===== config.mk =====
export PLATFORM = sky130hd
export DESIGN_NAME = kbd_spi_ctrl
export DESIGN_NICKNAME = d
export VERILOG_FILES = /design/src/rtl/kbd_spi_ctrl.sv
export SDC_FILE = /design/constraint.sdc
export NUM_CORES = 1
export LEC_CHECK = 0
export CAP_MARGIN = 20
export CORE_MARGIN = 5
export CORE_UTILIZATION = 51
export DETAILED_ROUTE_END_ITERATION = 12
export PLACE_DENSITY = 0.75
export SLEW_MARGIN = 10
export SYNTH_ARGS = -nofsm -noshare
export SYNTH_HDL_FRONTEND = slang
export SYNTH_SLANG_ARGS = --single-unit

===== constraint.sdc =====
create_clock -name clk -period 2 [get_ports clk]
set_input_delay 0.5 -clock clk [delete_from_list [all_inputs] [get_ports clk]]
set_output_delay 0.5 -clock clk [all_outputs]
set_load 0.05 [all_outputs]

===== src/rtl/kbd_spi_ctrl.sv =====
// ============================================================================
// Module   : kbd_spi_ctrl
// Brief    : SPI-slave keyboard register, oversampled by clk, with frame checks
// Revision : 1.0
// ============================================================================
`default_nettype none

module kbd_spi_ctrl #(
    parameter int SYNC_STAGES    = 2,
    parameter int TIMEOUT_CYCLES = 4096
) (
    input  logic        clk,
    input  logic        rst_n,
    input  logic        sck,
    input  logic        mosi,
    input  logic        cs_n,
    output logic [15:0] key,
    output logic        key_strobe,
    output logic        frame_err,
    output logic [7:0]  err_count,
    output logic        busy
);

    localparam int             TO_W       = $clog2(TIMEOUT_CYCLES + 1);
    localparam logic [TO_W-1:0] TO_LAST   = TO_W'(TIMEOUT_CYCLES - 1);
    localparam logic [2:0]     SETTLE_MAX = 3'(SYNC_STAGES);

    typedef enum logic [2:0] {
        ST_WAIT_IDLE = 3'd0,
        ST_IDLE      = 3'd1,
        ST_SHIFT     = 3'd2,
        ST_CHECK     = 3'd3,
        ST_ABORT     = 3'd4
    } state_t;

    state_t                 state_q,      state_d;
    logic [SYNC_STAGES-1:0] sck_sync_q,   sck_sync_d;
    logic [SYNC_STAGES-1:0] mosi_sync_q,  mosi_sync_d;
    logic [SYNC_STAGES-1:0] cs_sync_q,    cs_sync_d;
    logic                   sck_prev_q,   sck_prev_d;
    logic                   cs_prev_q,    cs_prev_d;
    logic [2:0]             settle_q,     settle_d;
    logic [15:0]            shreg_q,      shreg_d;
    logic [4:0]             bitcnt_q,     bitcnt_d;
    logic [TO_W-1:0]        tocnt_q,      tocnt_d;
    logic [15:0]            key_q,        key_d;
    logic                   strobe_q,     strobe_d;
    logic                   ferr_q,       ferr_d;
    logic [7:0]             errcnt_q,     errcnt_d;

    logic w_sck_s, w_mosi_s, w_cs_s;
    logic w_sck_rise, w_cs_fall, w_cs_rise;
    logic w_reject;

    always_comb begin
        sck_sync_d  = {sck_sync_q[SYNC_STAGES-2:0],  sck};
        mosi_sync_d = {mosi_sync_q[SYNC_STAGES-2:0], mosi};
        cs_sync_d   = {cs_sync_q[SYNC_STAGES-2:0],   cs_n};
        w_sck_s     = sck_sync_q[SYNC_STAGES-1];
        w_mosi_s    = mosi_sync_q[SYNC_STAGES-1];
        w_cs_s      = cs_sync_q[SYNC_STAGES-1];
        sck_prev_d  = w_sck_s;
        cs_prev_d   = w_cs_s;
        w_sck_rise  = w_sck_s & ~sck_prev_q;
        w_cs_fall   = ~w_cs_s & cs_prev_q;
        w_cs_rise   = w_cs_s & ~cs_prev_q;
        // The cs_n chain is preset high, so it only tells the truth once flushed.
        settle_d    = (settle_q == SETTLE_MAX) ? settle_q : settle_q + 3'd1;
    end

    always_comb begin
        state_d  = state_q;
        shreg_d  = shreg_q;
        bitcnt_d = bitcnt_q;
        tocnt_d  = tocnt_q;
        key_d    = key_q;
        strobe_d = 1'b0;
        ferr_d   = 1'b0;
        errcnt_d = errcnt_q;
        w_reject = 1'b0;

        case (state_q)
            ST_WAIT_IDLE: begin
                if (settle_q == SETTLE_MAX && w_cs_s) begin
                    state_d = ST_IDLE;
                end
            end
            ST_IDLE: begin
                if (w_cs_fall) begin
                    state_d  = ST_SHIFT;
                    shreg_d  = 16'h0000;
                    bitcnt_d = 5'd0;
                    tocnt_d  = '0;
                end
            end
            ST_SHIFT: begin
                // A cs_n rise wins over a simultaneous sck edge.
                if (w_cs_rise) begin
                    state_d = ST_CHECK;
                end else if (w_sck_rise) begin
                    shreg_d = {shreg_q[14:0], w_mosi_s};
                    if (bitcnt_q != 5'd17) begin
                        bitcnt_d = bitcnt_q + 5'd1;
                    end
                    tocnt_d = '0;
                end else if (tocnt_q == TO_LAST) begin
                    state_d  = ST_ABORT;
                    w_reject = 1'b1;
                end else begin
                    tocnt_d = tocnt_q + 1'b1;
                end
            end
            ST_CHECK: begin
                state_d = ST_IDLE;
                if (bitcnt_q == 5'd16) begin
                    case (shreg_q[15:8])
                        8'h00: begin
                            key_d    = 16'h0000;
                            strobe_d = 1'b1;
                        end
                        8'hAA: begin
                            key_d    = {8'h00, shreg_q[7:0]};
                            strobe_d = 1'b1;
                        end
                        8'hFF: ;
                        default: w_reject = 1'b1;
                    endcase
                end else begin
                    w_reject = 1'b1;
                end
            end
            ST_ABORT: begin
                if (w_cs_s) begin
                    state_d = ST_IDLE;
                end
            end
            default: state_d = ST_WAIT_IDLE;
        endcase

        if (w_reject) begin
            ferr_d = 1'b1;
            if (errcnt_q != 8'hFF) begin
                errcnt_d = errcnt_q + 8'd1;
            end
        end
    end

    always_ff @(posedge clk or negedge rst_n) begin
        if (!rst_n) begin
            state_q     <= ST_WAIT_IDLE;
            sck_sync_q  <= '0;
            mosi_sync_q <= '0;
            cs_sync_q   <= '1;
            sck_prev_q  <= 1'b0;
            cs_prev_q   <= 1'b1;
            settle_q    <= 3'd0;
            shreg_q     <= 16'h0000;
            bitcnt_q    <= 5'd0;
            tocnt_q     <= '0;
            key_q       <= 16'h0000;
            strobe_q    <= 1'b0;
            ferr_q      <= 1'b0;
            errcnt_q    <= 8'd0;
        end else begin
            state_q     <= state_d;
            sck_sync_q  <= sck_sync_d;
            mosi_sync_q <= mosi_sync_d;
            cs_sync_q   <= cs_sync_d;
            sck_prev_q  <= sck_prev_d;
            cs_prev_q   <= cs_prev_d;
            settle_q    <= settle_d;
            shreg_q     <= shreg_d;
            bitcnt_q    <= bitcnt_d;
            tocnt_q     <= tocnt_d;
            key_q       <= key_d;
            strobe_q    <= strobe_d;
            ferr_q      <= ferr_d;
            errcnt_q    <= errcnt_d;
        end
    end

    assign key        = key_q;
    assign key_strobe = strobe_q;
    assign frame_err  = ferr_q;
    assign err_count  = errcnt_q;
    assign busy       = (state_q == ST_SHIFT) || (state_q == ST_ABORT);

endmodule

`default_nettype wire

Yosys cells after proc, flatten, opt, wreduce, memory -nomap -nowiden
Cells that the tools add are included.
{ "word_totals": {"output_inout_bits": 27, "in_bits": 5, "regBits": 74, "elab_cells": 90} }
{ "op_classes": {"n_bitwise": 6, "n_reduce_logical": 14, "add_sub_neg": 4, "eq_ne": 20, "mux": 32} }
{ "ops": {"columns": ["cell", "n"], "rows": [
  ["$pmux 16 s2", 2],
  ["$mux 13", 4],
  ["$mux 16", 3],
  ["$pmux 13 s2", 1],
  ["$mux 5", 4],
  ["$mux 3", 6],
  ["$eq 8x8->1 const B", 2],
  ["$pmux 3 s5", 1],
  ["$add 13x1->13 const B", 1],
  ["$eq 13x12->1 const B", 1],
  ["$ne 2x2->1 const B", 6],
  ["$pmux 5 s2", 1],
  ["$reduce_and 5->1", 2],
  ["$eq 3x2->1 const B", 3],
  ["$mux 1", 9],
  ["$ne 3x3->1 const B", 3],
  ["$add 8x1->8 const B", 1],
  ["$logic_not 8->1", 1],
  ["$ne 8x8->1 const B", 1],
  ["$reduce_and 4->1", 2],
  ["$add 5x1->5 const B", 1],
  ["$eq 5x5->1 const B", 1],
  ["$ne 5x5->1 const B", 1],
  ["$reduce_bool 2->1", 2],
  ["13 further kinds", 17]
]} }

Longest topological paths before layout
{ "logic_depth": {"word_depth": 6, "mapped_depth": 9, "depth_no_buf": 7} }

Worst setup path after synthesis
No wires, ideal clock.
{ "synth_timing": {"path_type": "reg-to-reg", "startpoint": "register bitcnt_q[0]", "endpoint": "register errcnt_q[7], in the netlist err_count[7]", "slack_ns": -0.001, "t_required_ns": 1.875, "setup_ns": 0.125, "stages_incl_launch_ff": 8, "period_less_slack_ns": 2.001, "arrival_ns": 1.876, "path_cell_list": "dfrtp_1 inv_1 ha_1 or4bb_1 nor3_1 nor3_2 o2111ai_2 mux2_4"} }
{ "synth_via": {"elab_chain_len": 4} }
{ "synth_lines": {"columns": ["item", "line_no", "source"], "rows": [
  ["start: declaration", "44", "logic [4:0] bitcnt_q, bitcnt_d;"],
  ["start signal: assignment", "173", "bitcnt_q <= bitcnt_d;"],
  ["$eq 5x5->1", "115", "if (bitcnt_q == 5'd16) begin"],
  ["$mux 1", "115", null],
  ["$pmux 1 s2", "82", "case (state_q)"],
  ["$reduce_and 2->1 (no line)", null, null],
  ["end signal: assignment", "178", "errcnt_q <= errcnt_d;"],
  ["end: declaration", "49", "logic [7:0] errcnt_q, errcnt_d;"]
]} }
Every way passes these cells.
A chain may end at the register's enable or synchronous reset.

Worst setup path in the final report
Same ends and word-level chain as after synthesis.

==> impl_metrics.toml <==
[status]
status = "finished with violations"
violations = "setup timing"

[clocking]
cts_root_buf = "clkbuf_8"
cts.sinks = 66
htreeDepth = 3
cts_buffers = 9
clk_path_buf_depth = 2
cts.clk_slew.worst_paths_ps = 70
cts_tree = "yes"
insertion_delay_ps = 350
hold_buffers = 0

[grt]
grt_max_degree = 67
track_usage_pct = 16.5
grt_pass1_wl_um = 11000
grt-ovfl-total = 0
antenna_found_initial = 0
grt_pass1_vias = 2454

[pwr]
power_density_mw_per_mm2 = 891
ir_drop_mv = 0.805
p_leak_nw = 1.84

[floorplanning]
die-area_sq_mm = 0.00805
io_pins = 32
die_x_um = 89.7
initial_core_util_pct = 51.6
row_count = 29
die_y_um = 89.7
coreArea_sq_mm = 0.00628

[logic_synthesis]
synthesis.instances = 320
ys.flop_type = "dfrtp_1"
yosys-top-cells-area = "dfrtp_1 49%, nand2_1 7.4%, o21ai_0 3.4%, xnor2_1 3.0%, ha_1 2.7%"
netlist_area_sq_mm = 0.00324
postSynthAreaPerCell_sq_um = 10.1
yosys_register_bits = 66
synth-edff-count = 0
synth_top_cell_by_area = "dfrtp_1"
yosysUniqueCellTypes = 57
ys_seq_area_share_pct = 51.1
synthTopCellsByCount = "64 x nand2_1, 63 x dfrtp_1, 22 x o21ai_0"
synth_top_area_share_pct = 48.6
synthArstFlopShare_pct = 100
ys_warn_count = 0
synth_most_common_cell = "nand2_1"

[routing]
vias = 2444
via_per_inst = 5.42
detail-route-antenna-nets = 0
drc = 0
initialDrtViolationCount = 144
wire_per_inst_um = 14.3
first_pass_iters = 4
wl_um = 6440

[timing]
holdWs_ps = 149
rsz0062_at_grt = "yes"
layout_setup_ws_ps = -76.6
slew_violations = 0
maxSlewHeadroom_pct = 53.8
max_freq_ghz = 0.482
period_needed_ps = 2080
setup_viol_count_final = 8
worstMarginPinSlew_ps = 675
finalCritPeriodShare_pct = 104
hold_viol = 0
skew_ps = 9.43

[job]
drv_cap = 0

[finish]
diodes = 0
drive_gt1_share_pct = 23.8
area_growth_pct = 22.9
final_util_pct = 63.4
final_net_count = 382
fillCellCount = 501
layout.cells.non_filler = 451

[placed_design]
port_buffers = 23
dp_slack_ps = -13.1
gp_congestion = 0.900
place_inst = 432
dpl.hpwl_um = 4320

[setup_path]
crit_slowest_cell = "or4bb_4"
cpPeakStageDelay_ps = 480
worstSetupPathType = "reg -> reg"
worst_setup_path_start_kind = "flip-flop"
crit_chain = "inv_2 -> ha_4 -> or4bb_4 -> a211oi_4 -> nor3_4 -> o2111ai_2 -> mux2_4"
worst_setup_path_end_kind = "flip-flop"
cp_max_fo = 4
crit_arrival_ps = 2310
crit_required_ps = 2240

[hold_path]
hold_path_class = "in -> async"
## flip-flops by register name, summed over array words and instances (netlist names)
signal       cells
settle_q         3
frame_err        1
key              8
err_count        8
mosi_sync_q      2
sck_sync_q       2
cs_sync_q        2
cs_prev_q        1
sck_prev_q       1
shreg_q         16
key_strobe       1
bitcnt_q         5
tocnt_q         13
state_q          3
## cell type report
type / instances / area (sq um) / area share, %
flip-flops and latches: 66 / 1660 / 41.6
multi-input cells: 232 / 1490 / 37.3
repair buffers: 54 / 464 / 11.7
clock buffers: 11 / 151 / 3.80
clock inverters: 4 / 98.8 / 2.48
well taps: 77 / 96.3 / 2.42
inverters: 7 / 26.3 / 0.660
## stage by stage
| step | instance area [sq um] | total power (W) | TNS [ps] |
|---|---|---|---|
| 2_1_floorplan | 3270 | 0.00195 | 0 |
| 3_3_place_gp | 3660 | 0.00214 | 0 |
| 3_5_place_dp | 3660 | 0.00217 | -20.0 |
| 4_1_cts | 3900 | 0.00357 | -49.0 |
| 5_1_grt | 3980 | 0.00370 | -1160 |
| 6_report | 3980 | 0.00355 | -250 |
## path summary, 6_finish.rpt
kind / cells past startpoint / startpoint / slack, ps / end
setup / recovery: 7 / bitcnt_q[0] / -80 / err_count[7]
hold / removal: 2 / rst_n / 150 / err_count[3]
setup reg to reg: 7 / bitcnt_q[0] / -80 / err_count[7]
hold reg to reg: 0 / mosi_sync_q[0] / 350 / mosi_sync_q[1]
max in group asynchronous: 2 / rst_n / 1510 / cs_sync_q[0]
min in group clk: 0 / mosi_sync_q[0] / 350 / mosi_sync_q[1]
## power by group
group / internal (W) / switching, W / total (W)
combinational: 0.000233 / 0.000435 / 0.000667
clock: 0.000891 / 0.000498 / 0.00139
sequential: 0.00141 / 0.0000848 / 0.00149
## logic make-up (layout without fill, tap and decap cells)
kind of cell	Yosys count	count (layout)	share of synthesized area [%]
flops	66	66	51.1
xor+xnor	14	14	3.78
fa+ha+maj	7	7	2.70
simple gates	143	143	22.9
mux	5	5	1.81
other cells	1	8	0.116
buf+inv	29	76	5.37
compound gates	55	55	12.3
## critical path: cells and delay by family, from the launching register on
kind                       cells  cell delay, ps
AOI/OAI and AO/OA              2             490
muxes                          1             320
DFF                            1             400
buffers and inverters          1              80
and+or+nand+nor                2             560
adders and majority gates      1             120
## routing by layer
layer | global-route usage, % | routed length, um | vias up
met3 | 5.59 | 324 | 15
met4 | 8.56 | 173 | 0
met2 | 26.4 | 3140 | 62
met1 | 19.7 | 2800 | 1178
li1 | - | - | 1189
met5 | 0 | 0 | -
## cells in the final DEF (no fill, tap or decap), types with 3 or more instances in the layout
| cell type | count |
|---|---|
| a21oi_1 | 6 |
| and3_1 | 6 |
| buf_12 | 3 |
| buf_4 | 39 |
| bufinv_16 | 3 |
| clkbuf_8 | 11 |
| clkdlybuf4s50_1 | 3 |
| conb_1 | 8 |
| dfrtp_1 | 61 |
| dfstp_2 | 3 |
| dlygate4sd2_1 | 6 |
| ha_1 | 6 |
| inv_1 | 5 |
| nand2_1 | 64 |
| nand2b_1 | 8 |
| nand3_1 | 16 |
| nor2_1 | 17 |
| nor2b_1 | 5 |
| o211ai_1 | 7 |
| o21ai_0 | 22 |
| o31ai_1 | 3 |
| or3_1 | 3 |
| or4_1 | 4 |
| xnor2_1 | 11 |
| xor2_1 | 3 |
## what timing repair did
item | 4_1_cts | 5_1_grt
endpoints found under the setup margin | 8 | 17
setup buffers | 0 | 4
pin swaps | 0 | 12
resized for setup | 6 | 14
Note: power is estimated with default switching activity, not from simulation.
==> variant: new RTL, same flow settings <==
Compare `bitcnt_q` against `5'd16` with >= in place of ==.
--- a/src/rtl/kbd_spi_ctrl.sv
+++ b/src/rtl/kbd_spi_ctrl.sv
@@ -113,5 +113,5 @@
             ST_CHECK: begin
                 state_d = ST_IDLE;
-                if (bitcnt_q == 5'd16) begin
+                if (bitcnt_q >= 5'd16) begin
                     case (shreg_q[15:8])
                         8'h00: begin
Behaviour: no difference found for any inputs over 10 cycles, from zero or initial values and one cycle with rst_n low; that may be too few to reach the edited logic, so the function may still have changed.
==> variant against the unedited design <==
First-iteration DRC count fell by 15%; total power fell by 7.9%; combinational power fell by 2%; utilization fell by 2.0 points; sequential cell count did not move; setup slack improved by 0.10 ns; clock power fell by 19%; area after synthesis rose by 3.1%; wire length fell by 3.0%; cell area fell by 2.1%; fmax rose by 5.3%; critical endpoint is now tocnt_q[11]$_DFFE_PN0P_; largest power group unchanged; highest routed layer unchanged.
==> variant: results (changes against the unedited design) <==
| Metric | Value |
|---|---|
| Wire per inst | `13.5 um (was 14.3 um)` |
| Clk_lat worst skew | `0.34 ns` |
| Top layer used by detailed routing | `met4 (unchanged)` |
| Longest Clk Path Bufs | `2 (unchanged)` |
| Pin count of the biggest net entering global routing | `34 (was 67)` |
| Vias in the first global route | `2,368 (was 2,454)` |
| Leading registers by flop count | `shreg_q x16, tocnt_q x13 (unchanged)` |
| Met2 Use GR | `0.248 (was 0.264)` |
| Initial antenna violation count | `0 (unchanged)` |
| Setup Slack @ Placement | `0.0888 ns (was -0.0131 ns)` |
| Port bufs | `23 (unchanged)` |
| Fin nets | `393 (was 382)` |
| Reg clk slew, reported paths | `0.07 ns (about the same)` |
| Met1 Usage GRT | `0.212 (was 0.197)` |
| WL met2 | `2900 um (was 3140 um)` |
| Hold Crit Class | `in2async (unchanged)` |
| Met1 Wirelength | `2950 um (was 2800 um)` |
| Layout cells sized above 1 | `0.215 (was 0.238)` |
| RePlAce Congestion | `0.819 (was 0.900)` |
| Relative slew margins | `0.662 (was 0.538)` |
| Pleak | `1.78 nW (was 1.84 nW)` |
| Post-CTS setup buffers | `0 (unchanged)` |
| Detail Placement HPWL | `4410 um (was 4320 um)` |
| Pre-Repair DR Iteration Count | `4 (unchanged)` |
| Total GRT Usage | `0.160 (was 0.165)` |
| Yosys cell types | `65 (was 57)` |
| Post-synthesis sequential area ratio | `0.496 (was 0.511)` |
| Adder-cell share of the synthesized area | `0.0262 (was 0.0270)` |
| Critical Path Fanout Max | `9 (was 4)` |
| Asr flop ratio synth | `1.00 (unchanged)` |
| CTS Root Cell | `clkbuf_8 (unchanged)` |
| Met3 track demand over resource | `0.0392 (was 0.0559)` |
| WP data arrival | `2.17 ns (was 2.31 ns)` |
| First-pass GRT wire length | `10,900 um (was 11,000 um)` |
| DR WL met3 | `259 um (was 324 um)` |
| PostCTS Resize Cnt | `5 (was 6)` |
| CTS buffer count | `9 (unchanged)` |
| Xor and xnor area share after synthesis | `0.0105 (was 0.0378)` |
| Compound-gate portion of the synthesized area | `0.147 (was 0.123)` |
| # diodes | `0 (unchanged)` |
| Yosys warns | `0 (unchanged)` |
| Top cells by area, synth | `dfrtp_1 (47%), nand2_1 (8.1%), nand3_1 (3.0%) (was dfrtp_1 (49%), nand2_1 (7.4%), o21ai_0 (3.4%))` |
| Dominant synthesized flop cell | `dfrtp_1 (unchanged)` |
| DRT iter0 DRCs | `123 (was 144)` |
| Status | `completed (was finished, violations left)` |
| Mux cell area share after synthesis | `0.0232 (was 0.0181)` |
| Top cells by count, synth | `nand2_1 (72), dfrtp_1 (63), nand3_1 (20) (was nand2_1 (64), dfrtp_1 (63), o21ai_0 (22))` |
| Peak VDD IR | `853 uV (was 805 uV)` |
| DR vias/cell | `5.44 (was 5.42)` |
| Post-Route Skew | `0.00911 ns (was 0.00943 ns)` |
| Htree depth | `3 (unchanged)` |
[variant: final timing paths]
kind / startpoint / to / slack, ns / depth (start not counted)
worst max-delay path: state_q[0]$_DFFE_PN0P_ / tocnt_q[11]$_DFFE_PN0P_ / 0.03 / 6
worst min-delay path: rst_n / tocnt_q[6]$_DFFE_PN0P_ / 0.17 / 2
worst max register to register: state_q[0]$_DFFE_PN0P_ / tocnt_q[11]$_DFFE_PN0P_ / 0.03 / 6
worst min register to register: sck_sync_q[0]$_DFF_PN0_ / sck_sync_q[1]$_DFF_PN0_ / 0.35 / 0
max in group asynchronous: rst_n / cs_sync_q[0]$_DFF_PN1_ / 1.49 / 2
min in group clk: sck_sync_q[0]$_DFF_PN0_ / sck_sync_q[1]$_DFF_PN0_ / 0.35 / 0
[variant: power breakdown]
| group | total [mW] | internal [mW] | switching, mW |
|---|---|---|---|
| sequential | 1.48 | 1.40 | 0.0787 |
| combinational | 0.651 | 0.217 | 0.434 |
| clock | 1.13 | 0.609 | 0.526 |
| total | 3.27 | 2.23 | 1.04 |
[variant: critical path, stage by stage (launching register included)]
cell	delay, ns
dfrtp_1	0.42
or3b_1	0.38
a21oi_2	0.20
nor2_2	0.12
buf_4	0.19
o311ai_0	0.38
o41ai_1	0.14
[variant: layout make-up]
type	count	area [um^2]
tap	77	96.3
clock inverter	6	66.3
fill	535	2450
sequential	66	1660
inverter	5	18.8
timing repair buffer	44	363
multi-input combinational	255	1560
clock buffer	10	138
[variant: per-stage QoR]
step           instances   util  instance area [um^2]
2_1_floorplan        350      -                  3370
3_3_place_gp         447  0.579                  3670
3_5_place_dp         447  0.579                  3670
4_1_cts              463  0.610                  3870
5_1_grt              463  0.614                  3900
6_report             463  0.614                  3900
